$ cat config.mk
export PLATFORM = sky130hd
export DESIGN_NAME = ddr_cal_sequencer
export DESIGN_NICKNAME = d
export VERILOG_FILES = /design/src/rtl/ddr_cal_pkg.sv /design/src/rtl/ddr_lat_pipe.sv /design/src/rtl/ddr_cal_sequencer.sv
export SDC_FILE = /design/constraint.sdc
export NUM_CORES = 1
export LEC_CHECK = 0
export ABC_CLOCK_PERIOD_IN_PS = 2100
export CORE_AREA = 5 5 84 86
export DETAILED_ROUTE_END_ITERATION = 8
export DIE_AREA = 0 0 89 91
export GPL_TIMING_DRIVEN = 0
export HOLD_SLACK_MARGIN = 0.02
export PLACE_DENSITY = 0.62
export SETUP_SLACK_MARGIN = 0.4
export SYNTH_ARGS = -nofsm -noshare
export SYNTH_HDL_FRONTEND = slang
export SYNTH_SLANG_ARGS = --single-unit
export TNS_END_PERCENT = 50
$ cat constraint.sdc
create_clock -name MCLK90 -period 2.1 [get_ports MCLK90]
set_input_delay 0.315 -clock MCLK90 [delete_from_list [all_inputs] [get_ports MCLK90]]
set_output_delay 0.315 -clock MCLK90 [all_outputs]
set_load 0.005 [all_outputs]
$ cat src/rtl/ddr_cal_pkg.sv
// Shared types and constants for the DQ read-calibration sequencer.
package ddr_cal_pkg;

  // Sequencer states, in the order the calibration walks through them.
  typedef enum logic [2:0] {
    IDLE,
    WRITE,
    WDRAIN,
    START,
    SETTLE,
    READ,
    RDRAIN,
    CHECK
  } calState_t;

  // Per-byte training pattern the banks drive while ForceA is high (0xAA..AA across the bus).
  localparam logic [7:0] CAL_PATTERN = 8'hAA;

  // Larger of two elaboration-time integers, used to size a shared timer.
  function automatic int maxOf(input int a, input int b);
    return (a > b) ? a : b;
  endfunction

endpackage

$ cat src/rtl/ddr_lat_pipe.sv
// Fixed-depth 1-bit delay line for command-to-burst latency. Several strobes
// may be in flight at once; "empty" is high when none are.
module ddr_lat_pipe #(
  parameter int DEPTH = 1
) (
  input  logic MCLK90,
  input  logic M90Reset,
  input  logic strobeIn,
  output logic strobeOut,
  output logic empty
);

  logic [DEPTH-1:0] stages;

  // Advance every strobe one stage per clock; reset flushes anything in flight.
  always_ff @(posedge MCLK90 or posedge M90Reset) begin
    if (M90Reset) begin
      stages <= '0;
    end else begin
      stages[0] <= strobeIn;
      for (int i = 1; i < DEPTH; i++) begin
        stages[i] <= stages[i-1];
      end
    end
  end

  assign strobeOut = stages[DEPTH-1];
  assign empty     = (stages == '0);

endmodule

$ cat src/rtl/ddr_cal_sequencer.sv
// Central DQ read-calibration initiator: writes the training pattern, kicks
// every bank calibrator, issues the calibration reads and reports the result.
//
// state  | meaning
// IDLE   | waiting for StartCal; status outputs hold the last result
// WRITE  | ForceA high, pattern writes requested back-to-back
// WDRAIN | ForceA high, write pipe draining plus 2 cycles for bank capture
// START  | single StartDQCal pulse to all banks
// SETTLE | fixed wait before the first calibration read
// READ   | read requests, CmdValid held low RD_GAP cycles after each accept
// RDRAIN | read pipe draining, then FINISH_WAIT cycles for tap adjustment
// CHECK  | CalFail captured into FailMask, CalDone or CalError set
module ddr_cal_sequencer #(
  parameter int NBANKS      = 6,
  parameter int NWRITES     = 4,
  parameter int NREADS      = 64,
  parameter int WR_LAT      = 6,
  parameter int RD_LAT      = 8,
  parameter int RD_GAP      = 4,
  parameter int SETTLE      = 4,
  parameter int FINISH_WAIT = 256
) (
  input  logic              MCLK90,
  input  logic              M90Reset,
  input  logic              StartCal,
  output logic              CmdValid,
  output logic              CmdWrite,
  input  logic              CmdReady,
  output logic              ForceA,
  output logic              StartDQCal,
  output logic              WriteBurst,
  output logic              ReadBurst,
  input  logic [NBANKS-1:0] CalFail,
  output logic              CalBusy,
  output logic              CalDone,
  output logic              CalError,
  output logic [NBANKS-1:0] FailMask
);

  // The SETTLE parameter hides the SETTLE state name, so that state is
  // always referenced through the package scope below.
  import ddr_cal_pkg::*;

  localparam int WCW = $clog2(NWRITES + 1);
  localparam int RCW = $clog2(NREADS + 1);
  localparam int GCW = $clog2(RD_GAP + 1);
  localparam int TCW = $clog2(maxOf(SETTLE, FINISH_WAIT) + 1);

  localparam logic [WCW-1:0] WR_LAST     = WCW'(NWRITES - 1);
  localparam logic [RCW-1:0] RD_LAST     = RCW'(NREADS - 1);
  localparam logic [GCW-1:0] GAP_LOAD    = GCW'(RD_GAP);
  localparam logic [TCW-1:0] SETTLE_LOAD = TCW'(SETTLE - 1);
  localparam logic [TCW-1:0] FINISH_LOAD = TCW'(FINISH_WAIT - 1);

  calState_t state;
  calState_t stateNext;

  logic [WCW-1:0] wrCnt;
  logic [RCW-1:0] rdCnt;
  logic [GCW-1:0] gapCnt;
  logic [1:0]     drainTmr;
  logic [TCW-1:0] waitTmr;

  logic cmdAccept;
  logic wrAccept;
  logic rdAccept;
  logic wrEmpty;
  logic rdEmpty;

  assign cmdAccept = CmdValid & CmdReady;
  assign wrAccept  = cmdAccept & CmdWrite;
  assign rdAccept  = cmdAccept & ~CmdWrite;

  ddr_lat_pipe #(.DEPTH(WR_LAT)) wrPipe (
    .MCLK90    (MCLK90),
    .M90Reset  (M90Reset),
    .strobeIn  (wrAccept),
    .strobeOut (WriteBurst),
    .empty     (wrEmpty)
  );

  ddr_lat_pipe #(.DEPTH(RD_LAT)) rdPipe (
    .MCLK90    (MCLK90),
    .M90Reset  (M90Reset),
    .strobeIn  (rdAccept),
    .strobeOut (ReadBurst),
    .empty     (rdEmpty)
  );

  // State register.
  always_ff @(posedge MCLK90 or posedge M90Reset) begin
    if (M90Reset) begin
      state <= IDLE;
    end else begin
      state <= stateNext;
    end
  end

  // Next-state decode and the per-state command/strobe outputs.
  always_comb begin
    stateNext  = state;
    CmdValid   = 1'b0;
    CmdWrite   = 1'b0;
    ForceA     = 1'b0;
    StartDQCal = 1'b0;
    CalBusy    = (state != IDLE);
    case (state)
      IDLE: begin
        if (StartCal) stateNext = WRITE;
      end
      WRITE: begin
        ForceA   = 1'b1;
        CmdValid = 1'b1;
        CmdWrite = 1'b1;
        if (CmdReady && (wrCnt == WR_LAST)) stateNext = WDRAIN;
      end
      WDRAIN: begin
        ForceA = 1'b1;
        if (wrEmpty && (drainTmr == 2'd0)) stateNext = START;
      end
      START: begin
        StartDQCal = 1'b1;
        stateNext  = ddr_cal_pkg::SETTLE;
      end
      ddr_cal_pkg::SETTLE: begin
        if (waitTmr == '0) stateNext = READ;
      end
      READ: begin
        CmdValid = (gapCnt == '0);
        if ((gapCnt == '0) && CmdReady && (rdCnt == RD_LAST)) stateNext = RDRAIN;
      end
      RDRAIN: begin
        if (rdEmpty && (waitTmr == '0)) stateNext = CHECK;
      end
      CHECK: begin
        stateNext = IDLE;
      end
      default: begin
        stateNext = IDLE;
      end
    endcase
  end

  // Command counters and down-count timers; timers reload while their pipe is still busy.
  always_ff @(posedge MCLK90 or posedge M90Reset) begin
    if (M90Reset) begin
      wrCnt    <= '0;
      rdCnt    <= '0;
      gapCnt   <= '0;
      drainTmr <= 2'd0;
      waitTmr  <= '0;
    end else begin
      case (state)
        IDLE: begin
          wrCnt    <= '0;
          rdCnt    <= '0;
          gapCnt   <= '0;
          drainTmr <= 2'd1;
          waitTmr  <= '0;
        end
        WRITE: begin
          if (wrAccept) wrCnt <= wrCnt + WCW'(1);
        end
        WDRAIN: begin
          if (!wrEmpty) begin
            drainTmr <= 2'd1;
          end else if (drainTmr != 2'd0) begin
            drainTmr <= drainTmr - 2'd1;
          end
        end
        START: begin
          waitTmr <= SETTLE_LOAD;
        end
        ddr_cal_pkg::SETTLE: begin
          if (waitTmr != '0) waitTmr <= waitTmr - TCW'(1);
        end
        READ: begin
          if (rdAccept) begin
            rdCnt  <= rdCnt + RCW'(1);
            gapCnt <= GAP_LOAD;
          end else if (gapCnt != '0) begin
            gapCnt <= gapCnt - GCW'(1);
          end
        end
        RDRAIN: begin
          if (!rdEmpty) begin
            waitTmr <= FINISH_LOAD;
          end else if (waitTmr != '0) begin
            waitTmr <= waitTmr - TCW'(1);
          end
        end
        default: begin
        end
      endcase
    end
  end

  // Sticky result flags: cleared on a fresh start, loaded once in CHECK.
  always_ff @(posedge MCLK90 or posedge M90Reset) begin
    if (M90Reset) begin
      CalDone  <= 1'b0;
      CalError <= 1'b0;
      FailMask <= '0;
    end else if ((state == IDLE) && StartCal) begin
      CalDone  <= 1'b0;
      CalError <= 1'b0;
      FailMask <= '0;
    end else if (state == CHECK) begin
      FailMask <= CalFail;
      CalError <= |CalFail;
      CalDone  <= ~|CalFail;
    end
  end

endmodule

==> results by group, run 1 <==
STA
  – Final setup violation count: 0
  – Maximum clock frequency: 583 MHz
  – Worst slew slack as a fraction of its limit: 69.9%
  – Worst hold margin: 0.342 ns
  – Maximum clock skew at final layout: 0.00700 ns
  – Share of the clock period used by the worst path after layout: 81.7%
  – Final Hold Vio Count: 0
  – Setup repair after global routing missed its margin: true
  – Max Slew Vio Count: 0
  – Slew at the pin closest to its max-slew limit: 0.450 ns
  – Min setup slack post-route: 0.385 ns
  – Min Tclk post-route: 1.72 ns

Final layout
  – Signed area change from the synthesized netlist to the final layout: 32.8%
  – Number of nets at the end of the flow: 323
  – Fraction of final layout cells with drive strength greater than 1: 22.3%
  – Antenna diode count: 0

Critical path
  – Data required time at the worst endpoint: 2.29 ns
  – Data arrival time of the critical path: 1.90 ns
  – Worst-path cell chain: or4_4 > nor3_4 > a2111oi_2 > or3_1
  – Critical path type: reg -> reg
  – Crit path max fanout: 3
  – Number of buffer and inverter stages on the critical path: 0
  – Critical Path Sink: state[1]
  – Cell type group with the largest total delay on the critical path: simple AND/OR/NAND/NOR gates
  – Endpoint of the most critical register-to-register path: state[1]
  – Type of element capturing the critical path: register
  – Highest cell delay on the worst timing path: 0.54 ns
  – Path depth of the worst reg2reg path: 4
  – Total number of cells along the worst setup path: 4
  – R2r startpoint: wrPipe.stages[1]
  – Reg2Reg Setup Slack: 0.38 ns
  – Sort of element at the start of the critical path: register
  – Crit path launch: wrPipe.stages[1]
  – Slowest stage cell, crit path: sky130_fd_sc_hd__or4_4

Pwr
  – Max IR drop VDD: 575 µV
  – Power Dens Cells: 1470 nW/µm²
  – Final Total Pwr: 4.70 mW
  – P_leak: 1.45 nW

Logic synthesis
  – Top-area cell type share of the netlist area: 50.8%
  – Leading post-synthesis cells by cell area: sky130_fd_sc_hd__dfrtp_1 51%, sky130_fd_sc_hd__nor2_1 4.7%, sky130_fd_sc_hd__ha_1 4.1%
  – Flip-flop and latch count after synthesis: 49
  – Sequential cell area fraction in the yosys report: 50.8%
  – Mapped Area: 2410 µm²
  – Syn Inst Count: 251
  – EDFF count, synth: 0
  – Library cells used by synthesis: 46
  – Primary flip-flop cell chosen by synthesis mapping: sky130_fd_sc_hd__dfrtp_1
  – Net count after synthesis: 269
  – Total of warnings raised by yosys: 0
  – Async set-or-reset flop fraction in the synthesized netlist: 100%
  – Cell taking the most area after synthesis: sky130_fd_sc_hd__dfrtp_1
  – Average cell area after synthesis: 9.62 µm²

Routing
  – Detailed router's first-iteration violation count: 85
  – DR WL/cell: 15.0 µm
  – Detailed-route vias per instance: 5.42
  – WL final: 5720 µm
  – DRC violations left: 0
  – Total number of vias: 2,070
  – Remaining number of nets flagged by the antenna check after routing: 0
  – Number of search-and-repair iterations in the first detailed-routing pass: 4

Clocking
  – Number of buffers created by CTS: 5
  – Clock tree from TritonCTS: yes
  – Clock Latency Late Sink: 0.30 ns
  – Register clock-pin slew on the reported worst setup and hold paths: 0.09 ns
  – Post-CTS Hold Buffers: 0
  – CTS Root Cell: sky130_fd_sc_hd__clkbuf_8
  – H-tree lvl count: 2
  – Number of clock sinks: 49
  – Maximum buffer depth of the clock tree: 2

Place
  – RePlAce Congestion: 0.782
  – Placed wire-length estimate: 3820 µm
  – Pre-CTS worst setup slack: -0.166 ns
  – Port bufs: 24

Outcome
  – Run status: finished, final reports clean

Flow run
  – Max-cap violation count: 0

Hold path
  – HP Class: in -> async

Die
  – Starting density of the core: 38.9%
  – Die W: 89 µm
  – Area of the core: 6200 µm²
  – I/O pins: 25
  – Die Height: 91 µm
  – Count of standard-cell rows: 29
  – Die area: 8100 µm²

Global route
  – Number of global-route vias before repair: 2,056
  – Total grt overflow: 0
  – Total GRT Usage: 15.1%
  – Initial antenna violation count: 0
  – Largest net degree at the start of global routing: 30
  – First-pass GRT wire length: 9650 µm
## kinds of logic after synthesis
| family | after synthesis | synth area share [%] |
|---|---|---|
| adder cells (fa/ha/maj) | 8 | 4.15 |
| flip-flops | 49 | 50.8 |
| AND/OR/NAND/NOR | 89 | 18.7 |
| buffers and inverters | 26 | 4.46 |
| XOR/XNOR | 11 | 3.99 |
| multiplexers | 2 | 0.829 |
| AO/OA/AOI/OAI | 66 | 17.1 |
## per-layer routing
metal	track usage (%)	vias to the layer above	share of wire, %
li1	-	1005	-
met1	20.4	1011	46
met2	24.0	43	48
met3	2.53	11	3.7
met4	5.71	0	1.8
met5	0	-	0
## synth_stat cells, drive strengths merged, types with 2 or more instances
cell,instances
buf,6
nand3,15
mux2i,2
inv,18
dfrtp,49
nor4,6
nand2b,3
nand2,14
o21ai,17
nor2,30
ha,8
nor3,9
xnor2,10
a31oi,3
and3,2
a21oi,19
a22oi,2
or3,2
nand3b,3
o311ai,2
o22ai,10
a21o,2
## cell usage in the layout, fill, tap and decap left out, drive strengths merged, types with 2 or more instances in the layout
master,n
and3,2
nand2,14
xnor2,10
a21o,2
buf,30
clkdlybuf4s15,2
clkbuf,8
ha,8
nand3b,3
clkdlybuf4s50,18
mux2i,2
o21ai,17
a21oi,19
nor4,6
dfrtp,49
a31oi,3
o22ai,10
inv,18
a22oi,2
nor3,9
nand2b,3
or3,2
o311ai,2
nor2,30
nand3,15
## state kept, by name (all words and copies together) (netlist names)
| name | flops |
|---|---|
| state | 3 |
| drainTmr | 2 |
| waitTmr | 9 |
| rdPipe.stages | 8 |
| FailMask | 6 |
| wrCnt | 3 |
| gapCnt | 3 |
| wrPipe.stages | 6 |
| CalDone | 1 |
| CalError | 1 |
| rdCnt | 7 |
## through the flow
step | utilization, % | TNS, ns | instances | cell area [µm²]
finish | 51.7 | 0 | 382 | 3210
global route | 51.7 | 0 | 382 | 3210
CTS | 49.6 | 0 | 372 | 3080
detailed placement | 44.6 | -0.166 | 353 | 2770
global placement | 44.3 | -19.04 | 352 | 2750
floorplan | - | 0 | 251 | 2410
## how the worst min path moves through the flow
stage / startpoint / endpoint / slack (ns) / cells past startpoint
after floorplan: rdPipe.stages[1] / rdPipe.stages[2] / 0.35 / 0
after global placement: rdPipe.stages[1] / rdPipe.stages[2] / 0.36 / 0
after detailed placement: rdPipe.stages[1] / rdPipe.stages[2] / 0.37 / 0
after CTS: M90Reset / wrPipe.stages[0] / 0.36 / 2
after global routing: M90Reset / gapCnt[1] / 0.40 / 2
final: M90Reset / wrPipe.stages[5] / 0.34 / 2
## cell type report
class | count | area (µm²)
buffer | 7 | 81.3
multi-input combinational | 176 | 1220
clock buffer | 6 | 82.6
fill | 572 | 3000
inverter | 19 | 71.3
tap | 77 | 96.3
sequential | 49 | 1230
clock inverter | 1 | 7.51
timing repair buffer | 47 | 417
## what timing repair did
| action | 4_1_cts | 5_1_grt |
|---|---|---|
| setup buffers | 12 | 10 |
| resized for setup | 42 | 17 |
| gates cloned | 0 | 0 |
| setup endpoints to repair | 23 | 25 |
| pin swaps | 3 | 5 |
## power by group
part | switching, mW | internal (mW) | total (mW)
Clock | 0.308 | 0.261 | 0.569
Combinational | 1.41 | 1.29 | 2.70
Sequential | 0.220 | 1.21 | 1.43
## worst register-to-register path: cells and delay by family (launching register included)
family,cells,cell delay [ns]
flops,1,0.39
simple gates,3,1.10
compound gates,1,0.12
No activity file was read; power rests on OpenSTA's default activity.
==> run 2, diff against run 1 <==
--- a/config.mk
+++ b/config.mk
@@ -5,13 +5,13 @@
 export SDC_FILE = /design/constraint.sdc
 export NUM_CORES = 1
 export LEC_CHECK = 0
-export ABC_CLOCK_PERIOD_IN_PS = 2100
+export ABC_CLOCK_PERIOD_IN_PS = 1400
 export CORE_AREA = 5 5 84 86
 export DETAILED_ROUTE_END_ITERATION = 8
 export DIE_AREA = 0 0 89 91
 export GPL_TIMING_DRIVEN = 0
 export HOLD_SLACK_MARGIN = 0.02
-export PLACE_DENSITY = 0.62
+export PLACE_DENSITY = 0.64
 export SETUP_SLACK_MARGIN = 0.4
 export SYNTH_ARGS = -nofsm -noshare
 export SYNTH_HDL_FRONTEND = slang
==> constraint.sdc (replaced) <==
create_clock -name MCLK90 -period 1.4 [get_ports MCLK90]
set_input_delay 0.21 -clock MCLK90 [delete_from_list [all_inputs] [get_ports MCLK90]]
set_output_delay 0.21 -clock MCLK90 [all_outputs]
set_load 0.005 [all_outputs]
==> results by group, run 2 (same netlist as run 1, synthesis figures left out) <==
STA
  – Maximum clock frequency: 523 MHz (-10%)
  – Maximum clock skew at final layout: 0.0106 ns (+0.00356 ns)
  – Max Slew Vio Count: 0 (unchanged)
  – Min setup slack post-route: -0.512 ns (-0.896 ns)
  – Final Hold Vio Count: 0 (unchanged)
  – Setup repair after global routing missed its margin: true
  – Min Tclk post-route: 1.91 ns (+0.196 ns)
  – Final setup violation count: 40 (+40)
  – Share of the clock period used by the worst path after layout: 137% (+55 points)
  – Slew at the pin closest to its max-slew limit: 1.05 ns (+0.601 ns)
  – Worst slew slack as a fraction of its limit: 29.8% (-40 points)

Place
  – DP Area: 2890 µm² (+4.4%)
  – RePlAce Congestion: 0.813 (+4.1%)
  – Port bufs: 24 (unchanged)
  – Placed cell count: 352 (-0.28%)
  – Pre-CTS worst setup slack: -0.590 ns (-0.424 ns)
  – Placed wire-length estimate: 3780 µm (-0.94%)

Clocking
  – Number of clock sinks: 49 (unchanged)
  – Number of buffers created by CTS: 5 (unchanged)
  – Maximum buffer depth of the clock tree: 2 (unchanged)
  – H-tree lvl count: 2 (unchanged)
  – CTS Root Cell: sky130_fd_sc_hd__clkbuf_8
  – Register clock-pin slew on the reported worst setup and hold paths: 0.09 ns (about the same)
  – Clock Latency Late Sink: 0.32 ns (+0.02 ns)
  – Post-CTS Hold Buffers: 0 (unchanged)
  – Clock tree from TritonCTS: yes

Die
  – Die area: 8100 µm² (unchanged)
  – Area of the core: 6200 µm² (unchanged)
  – Starting density of the core: 38.9% (unchanged)
  – Die W: 89 µm (unchanged)
  – Die Height: 91 µm (unchanged)
  – Count of standard-cell rows: 29 (unchanged)
  – I/O pins: 25 (unchanged)

Pwr
  – P_leak: 1.92 nW (+32%)
  – Net switching power: 4.44 mW (+130%)
  – Final Total Pwr: 10.6 mW (+130%)
  – Proportion of power drawn by combinational gates: 69.8% (+12 points)
  – Clock share of power: 9.7% (-2.4 points)
  – Power Dens Cells: 2480 nW/µm² (+69%)
  – Share of total power in sequential cells: 20.5% (-9.9 points)
  – Max IR drop VDD: 1070 µV (+87%)
  – Power Internal: 6.15 mW (+120%)
  – Switching share of power: 41.9% (+0.77 points)

Final layout
  – Signed area change from the synthesized netlist to the final layout: 77.1%
  – Largest registers in the final layout: waitTmr x9, rdPipe.stages x8, rdCnt x7
  – Biggest register: waitTmr
  – Number of nets at the end of the flow: 389 (+20%)
  – Non-filler instance count after layout: 449 (+18%)
  – Most used cells in the layout excluding fill and tap cells: 62 x sky130_fd_sc_hd__buf_4, 47 x sky130_fd_sc_hd__dfrtp_1, 30 x sky130_fd_sc_hd__buf_6
  – Antenna diode count: 0 (unchanged)
  – Most common cell after layout, fill and taps aside: sky130_fd_sc_hd__buf_4
  – Final instance area: 4280 µm² (+33%)
  – Number of flip-flops under the largest register name: 9 (unchanged)
  – Fraction of final layout cells with drive strength greater than 1: 56.7% (+34 points)

Flow run
  – Max-cap violation count: 0 (unchanged)

Global route
  – Initial antenna violation count: 0 (unchanged)
  – Total grt overflow: 0 (unchanged)
  – Number of global-route vias before repair: 2,395 (+16%)
  – Largest net degree at the start of global routing: 50 (+67%)
  – Total GRT Usage: 18.2% (+3.1 points)
  – First-pass GRT wire length: 11,700 µm (+21%)

Critical path
  – Data required time at the worst endpoint: 1.63 ns (-0.66 ns)
  – Sort of element at the start of the critical path: register
  – Type of element capturing the critical path: register
  – Data arrival time of the critical path: 2.14 ns (+0.24 ns)
  – Critical path type: reg -> reg
  – Crit path max fanout: 2 (-1)

Routing
  – DRC violations left: 0 (unchanged)
  – Number of search-and-repair iterations in the first detailed-routing pass: 4 (unchanged)
  – Total number of vias: 2,444 (+18%)
  – WL final: 8400 µm (+47%)
  – Detailed-route vias per instance: 5.44 (+0.45%)
  – Detailed router's first-iteration violation count: 127 (+49%)
  – Remaining number of nets flagged by the antenna check after routing: 0 (unchanged)
  – DR WL/cell: 18.7 µm (+25%)

Outcome
  – Run status: finished with violations
  – Violated checks: negative setup slack

Hold path
  – HP Class: in -> async
## run 2: changes by cell type in the layout (fill, tap and decap cells not counted), moves of 6 or more
cell / delta
sky130_fd_sc_hd__buf_4: +39
sky130_fd_sc_hd__buf_6: +26
sky130_fd_sc_hd__buf_2: +14
sky130_fd_sc_hd__o21ai_0: -12
sky130_fd_sc_hd__clkdlybuf4s50_1: -10
sky130_fd_sc_hd__o21ai_1: +8
sky130_fd_sc_hd__o22ai_1: -8
sky130_fd_sc_hd__o22ai_2: +7
sky130_fd_sc_hd__nand2_1: -6
sky130_fd_sc_hd__nand3_1: -6
sky130_fd_sc_hd__nor2_1: -6
## run 2: path summary, 6_finish.rpt
check                                 start               end  slack, ns  cells after the start
max                        wrPipe.stages[1]          state[0]      -0.51                      7
min                                M90Reset  wrPipe.stages[2]       0.11                      2
max reg2reg                wrPipe.stages[1]          state[0]      -0.51                      7
min reg2reg                wrPipe.stages[3]  wrPipe.stages[4]       0.41                      0
max in group asynchronous          M90Reset        waitTmr[2]       0.67                      2
min in group MCLK90        wrPipe.stages[3]  wrPipe.stages[4]       0.41                      0
## run 2: critical path, cell delays in order, from the launching register on
cell	delay, ns
sky130_fd_sc_hd__dfrtp_1	0.41
sky130_fd_sc_hd__or4_4	0.55
sky130_fd_sc_hd__nor3_4	0.16
sky130_fd_sc_hd__buf_6	0.13
sky130_fd_sc_hd__a2111oi_4	0.06
sky130_fd_sc_hd__buf_4	0.16
sky130_fd_sc_hd__nor3_2	0.20
sky130_fd_sc_hd__xnor2_1	0.17
## run 2: layout make-up
cell class | instances | area (µm²)
Timing Repair Buffer | 113 | 936
Multi-Input combinational cell | 176 | 1700
Fill cell | 429 | 1930
Inverter | 19 | 97.6
Buffer | 7 | 103
Clock buffer | 6 | 72.6
Tap cell | 77 | 96.3
Clock inverter | 2 | 38.8
Sequential cell | 49 | 1230
## run 2: routing by layer
metal	GRT usage, %	share of wire [%]	wire [µm]
met5	0	0	0
met2	28.8	53	4440
met1	24.9	40	3340
met3	3.17	4.6	384
met4	6.58	2.7	230
## run 2: timing repair
action	in CTS	in global routing
gates resized for setup	156	54
setup buffers	54	35
endpoints found under the hold margin	0	0
pin swaps	40	33
endpoints found under the setup margin	101	62
## run 2: power groups by stage
stage,Sequential [mW],Clock [mW],Combinational (mW)
after global placement,2.16,0,3.43
after floorplan,2.11,0,2.57
after detailed placement,2.18,0,3.48
after global routing,2.22,1.11,7.80
after CTS,2.13,1.04,5.49
final,2.17,1.03,7.40
## run 2: through the flow
stage | TNS (ns) | hold WS [ns] | utilization (%)
final | -6.36 | 0.113 | 68.9
after global routing | -8.74 | 0.214 | 68.9
after CTS | -3.76 | 0.272 | 60.7
after detailed placement | -12.47 | 0.368 | 46.6
after global placement | -12.14 | 0.359 | 46.6
after floorplan | -0.784 | 0.246 | -
==> run 3, diff against run 2 <==
--- a/config.mk
+++ b/config.mk
@@ -9,7 +9,7 @@
 export CORE_AREA = 5 5 84 86
 export DETAILED_ROUTE_END_ITERATION = 8
 export DIE_AREA = 0 0 89 91
-export GPL_TIMING_DRIVEN = 0
+export GPL_TIMING_DRIVEN = 1
 export HOLD_SLACK_MARGIN = 0.02
 export PLACE_DENSITY = 0.64
 export SETUP_SLACK_MARGIN = 0.4
==> results by group, run 3 (same netlist as run 1, synthesis figures left out) <==
Critical path
  – Sort of element at the start of the critical path: register
  – Data arrival time of the critical path: 1.98 ns (-0.16 ns)
  – R2r startpoint: wrPipe.stages[1]
  – Type of element capturing the critical path: register
  – Critical Path Sink: state[0]
  – Reg2Reg Setup Slack: -0.34 ns (+0.17 ns)
  – Crit path launch: wrPipe.stages[1]
  – Data required time at the worst endpoint: 1.63 ns (about the same)
  – Path depth of the worst reg2reg path: 6 (-1)
  – Endpoint of the most critical register-to-register path: state[0]
  – Crit path max fanout: 3 (+1)
  – Critical path type: reg -> reg

STA
  – Slew at the pin closest to its max-slew limit: 0.328 ns (-0.724 ns)
  – Final setup violation count: 37 (-7.5%)
  – Max Slew Vio Count: 0 (unchanged)
  – Sum of negative setup slack: -4.31 ns (+2.05 ns)
  – Final Hold Vio Count: 0 (unchanged)
  – Min setup slack post-route: -0.343 ns (+0.169 ns)
  – Maximum clock skew at final layout: 0.00881 ns (-0.00174 ns)
  – Setup repair after global routing missed its margin: true
  – Share of the clock period used by the worst path after layout: 124% (-12 points)
  – Min Tclk post-route: 1.74 ns (-0.169 ns)
  – Maximum clock frequency: 574 MHz (+9.7%)
  – Worst slew slack as a fraction of its limit: 78.1% (+48 points)

Global route
  – First-pass GRT wire length: 11,400 µm (-2.4%)
  – Total GRT Usage: 17.5% (-0.61 points)
  – Initial antenna violation count: 0 (unchanged)
  – Number of global-route vias before repair: 2,352 (-1.8%)
  – Total grt overflow: 0 (unchanged)
  – Largest net degree at the start of global routing: 50 (unchanged)

Final layout
  – Most common cell after layout, fill and taps aside: sky130_fd_sc_hd__buf_4
  – Signed area change from the synthesized netlist to the final layout: 71.1%
  – Largest registers in the final layout: waitTmr x9, rdPipe.stages x8, rdCnt x7
  – Biggest register: waitTmr
  – Number of flip-flops under the largest register name: 9 (unchanged)
  – Antenna diode count: 0 (unchanged)
  – Most used cells in the layout excluding fill and tap cells: 65 x sky130_fd_sc_hd__buf_4, 46 x sky130_fd_sc_hd__dfrtp_1, 28 x sky130_fd_sc_hd__buf_6
  – Fraction of final layout cells with drive strength greater than 1: 56.3% (-0.39 points)
  – Number of nets at the end of the flow: 388 (-0.26%)
  – Core Util, Final: 66.5% (-2.4 points)
  – Non-filler instance count after layout: 448 (-0.22%)

Die
  – Die W: 89 µm (unchanged)
  – Count of standard-cell rows: 29 (unchanged)
  – I/O pins: 25 (unchanged)
  – Starting density of the core: 38.9% (unchanged)
  – Die Height: 91 µm (unchanged)
  – Area of the core: 6200 µm² (unchanged)
  – Die area: 8100 µm² (unchanged)

Routing
  – Total number of vias: 2,386 (-2.4%)
  – DRC violations left: 0 (unchanged)
  – Detailed-route vias per instance: 5.33 (-2.2%)
  – Remaining number of nets flagged by the antenna check after routing: 0 (unchanged)
  – Number of search-and-repair iterations in the first detailed-routing pass: 4 (unchanged)
  – DR WL/cell: 16.0 µm (-15%)
  – Detailed router's first-iteration violation count: 92 (-28%)
  – WL final: 7160 µm (-15%)

Place
  – Pre-CTS worst setup slack: -0.339 ns (+0.251 ns)
  – Placed wire-length estimate: 4210 µm (+11%)
  – Port bufs: 24 (unchanged)
  – RePlAce Congestion: 0.851 (+4.6%)
  – Placed cell count: 409 (+16%)

Pwr
  – Final Total Pwr: 9.78 mW (-7.7%)
  – P_leak: 1.88 nW (-2.0%)
  – Max IR drop VDD: 1050 µV (-2.2%)
  – Power Dens Cells: 2370 nW/µm² (-4.4%)

Outcome
  – Violated checks: negative setup slack
  – Run status: finished with violations

Hold path
  – HP Class: in -> async

Clocking
  – Number of clock sinks: 49 (unchanged)
  – Post-CTS Hold Buffers: 0 (unchanged)
  – Register clock-pin slew on the reported worst setup and hold paths: 0.10 ns (about the same)
  – H-tree lvl count: 2 (unchanged)
  – Clock Latency Late Sink: 0.31 ns (about the same)
  – Number of buffers created by CTS: 5 (unchanged)
  – CTS Root Cell: sky130_fd_sc_hd__clkbuf_8
  – Clock tree from TritonCTS: yes
  – Maximum buffer depth of the clock tree: 2 (unchanged)

Flow run
  – Max-cap violation count: 0 (unchanged)
run 3: cell types whose count changed in the layout (fill, tap and decap cells not counted), moves of 3 or more:
cell                      previous run  this run
sky130_fd_sc_hd__a21oi_2             2         8
sky130_fd_sc_hd__o22ai_1             1         7
sky130_fd_sc_hd__a21oi_1            15        10
sky130_fd_sc_hd__o22ai_2             8         3
sky130_fd_sc_hd__buf_4              62        65
sky130_fd_sc_hd__nor4_2              0         3
sky130_fd_sc_hd__o21ai_1            10         7
sky130_fd_sc_hd__o21ai_2             2         5
run 3: how the worst min path moves through the flow:
stage | start | end | slack [ns] | depth (start not counted)
after floorplan | M90Reset | CalDone | 0.25 | 1
after global placement | wrPipe.stages[1] | wrPipe.stages[2] | 0.36 | 0
after detailed placement | rdPipe.stages[4] | rdPipe.stages[5] | 0.36 | 0
after CTS | M90Reset | wrPipe.stages[0] | 0.32 | 3
after global routing | M90Reset | rdPipe.stages[7] | 0.32 | 3
final | M90Reset | drainTmr[1] | 0.30 | 3
run 3: final cells by class:
class                           count  area, µm²
Clock buffer                        5       68.8
Multi-Input combinational cell    176       1620
Fill cell                         471       2080
Clock inverter                      3       21.3
Tap cell                           77       96.3
Timing Repair Buffer              119       1010
Inverter                           19       82.6
Sequential cell                    49       1230
run 3: metrics by stage:
stage | hold slack (ns) | instance area (µm²)
final | 0.303 | 4130
after global routing | 0.323 | 4130
after CTS | 0.315 | 3850
after detailed placement | 0.364 | 3340
after global placement | 0.359 | 3340
after floorplan | 0.246 | 2550
run 3: routing by layer:
metal / vias up / share of wire [%] / track usage (%)
met5: - / 0 / 0
met4: 0 / 1.4 / 4.71
met1: 1175 / 45 / 23.9
met3: 13 / 3.2 / 3.35
li1: 1140 / - / -
met2: 58 / 50 / 28.5
run 3: timing repair:
item / CTS / global route
pin swaps: 31 / 20
cloned: 0 / 0
setup endpoints to repair: 52 / 52
resized for setup: 140 / 43
buffers inserted: 20 / 11
run 3: worst max-delay path, cell delays in order, from the launching register on:
cell,delay (ns)
sky130_fd_sc_hd__dfrtp_1,0.39
sky130_fd_sc_hd__or4_4,0.55
sky130_fd_sc_hd__nor3_4,0.20
sky130_fd_sc_hd__a2111oi_2,0.11
sky130_fd_sc_hd__buf_4,0.15
sky130_fd_sc_hd__nor3_4,0.13
sky130_fd_sc_hd__xnor2_1,0.14
run 3: power breakdown:
group          leakage (nW)  internal [mW]  total (mW)  switching, mW
clock network        0.0445          0.356       0.873          0.517
registers             0.650           1.82        2.17          0.348
logic                  1.19           3.54        6.74           3.20
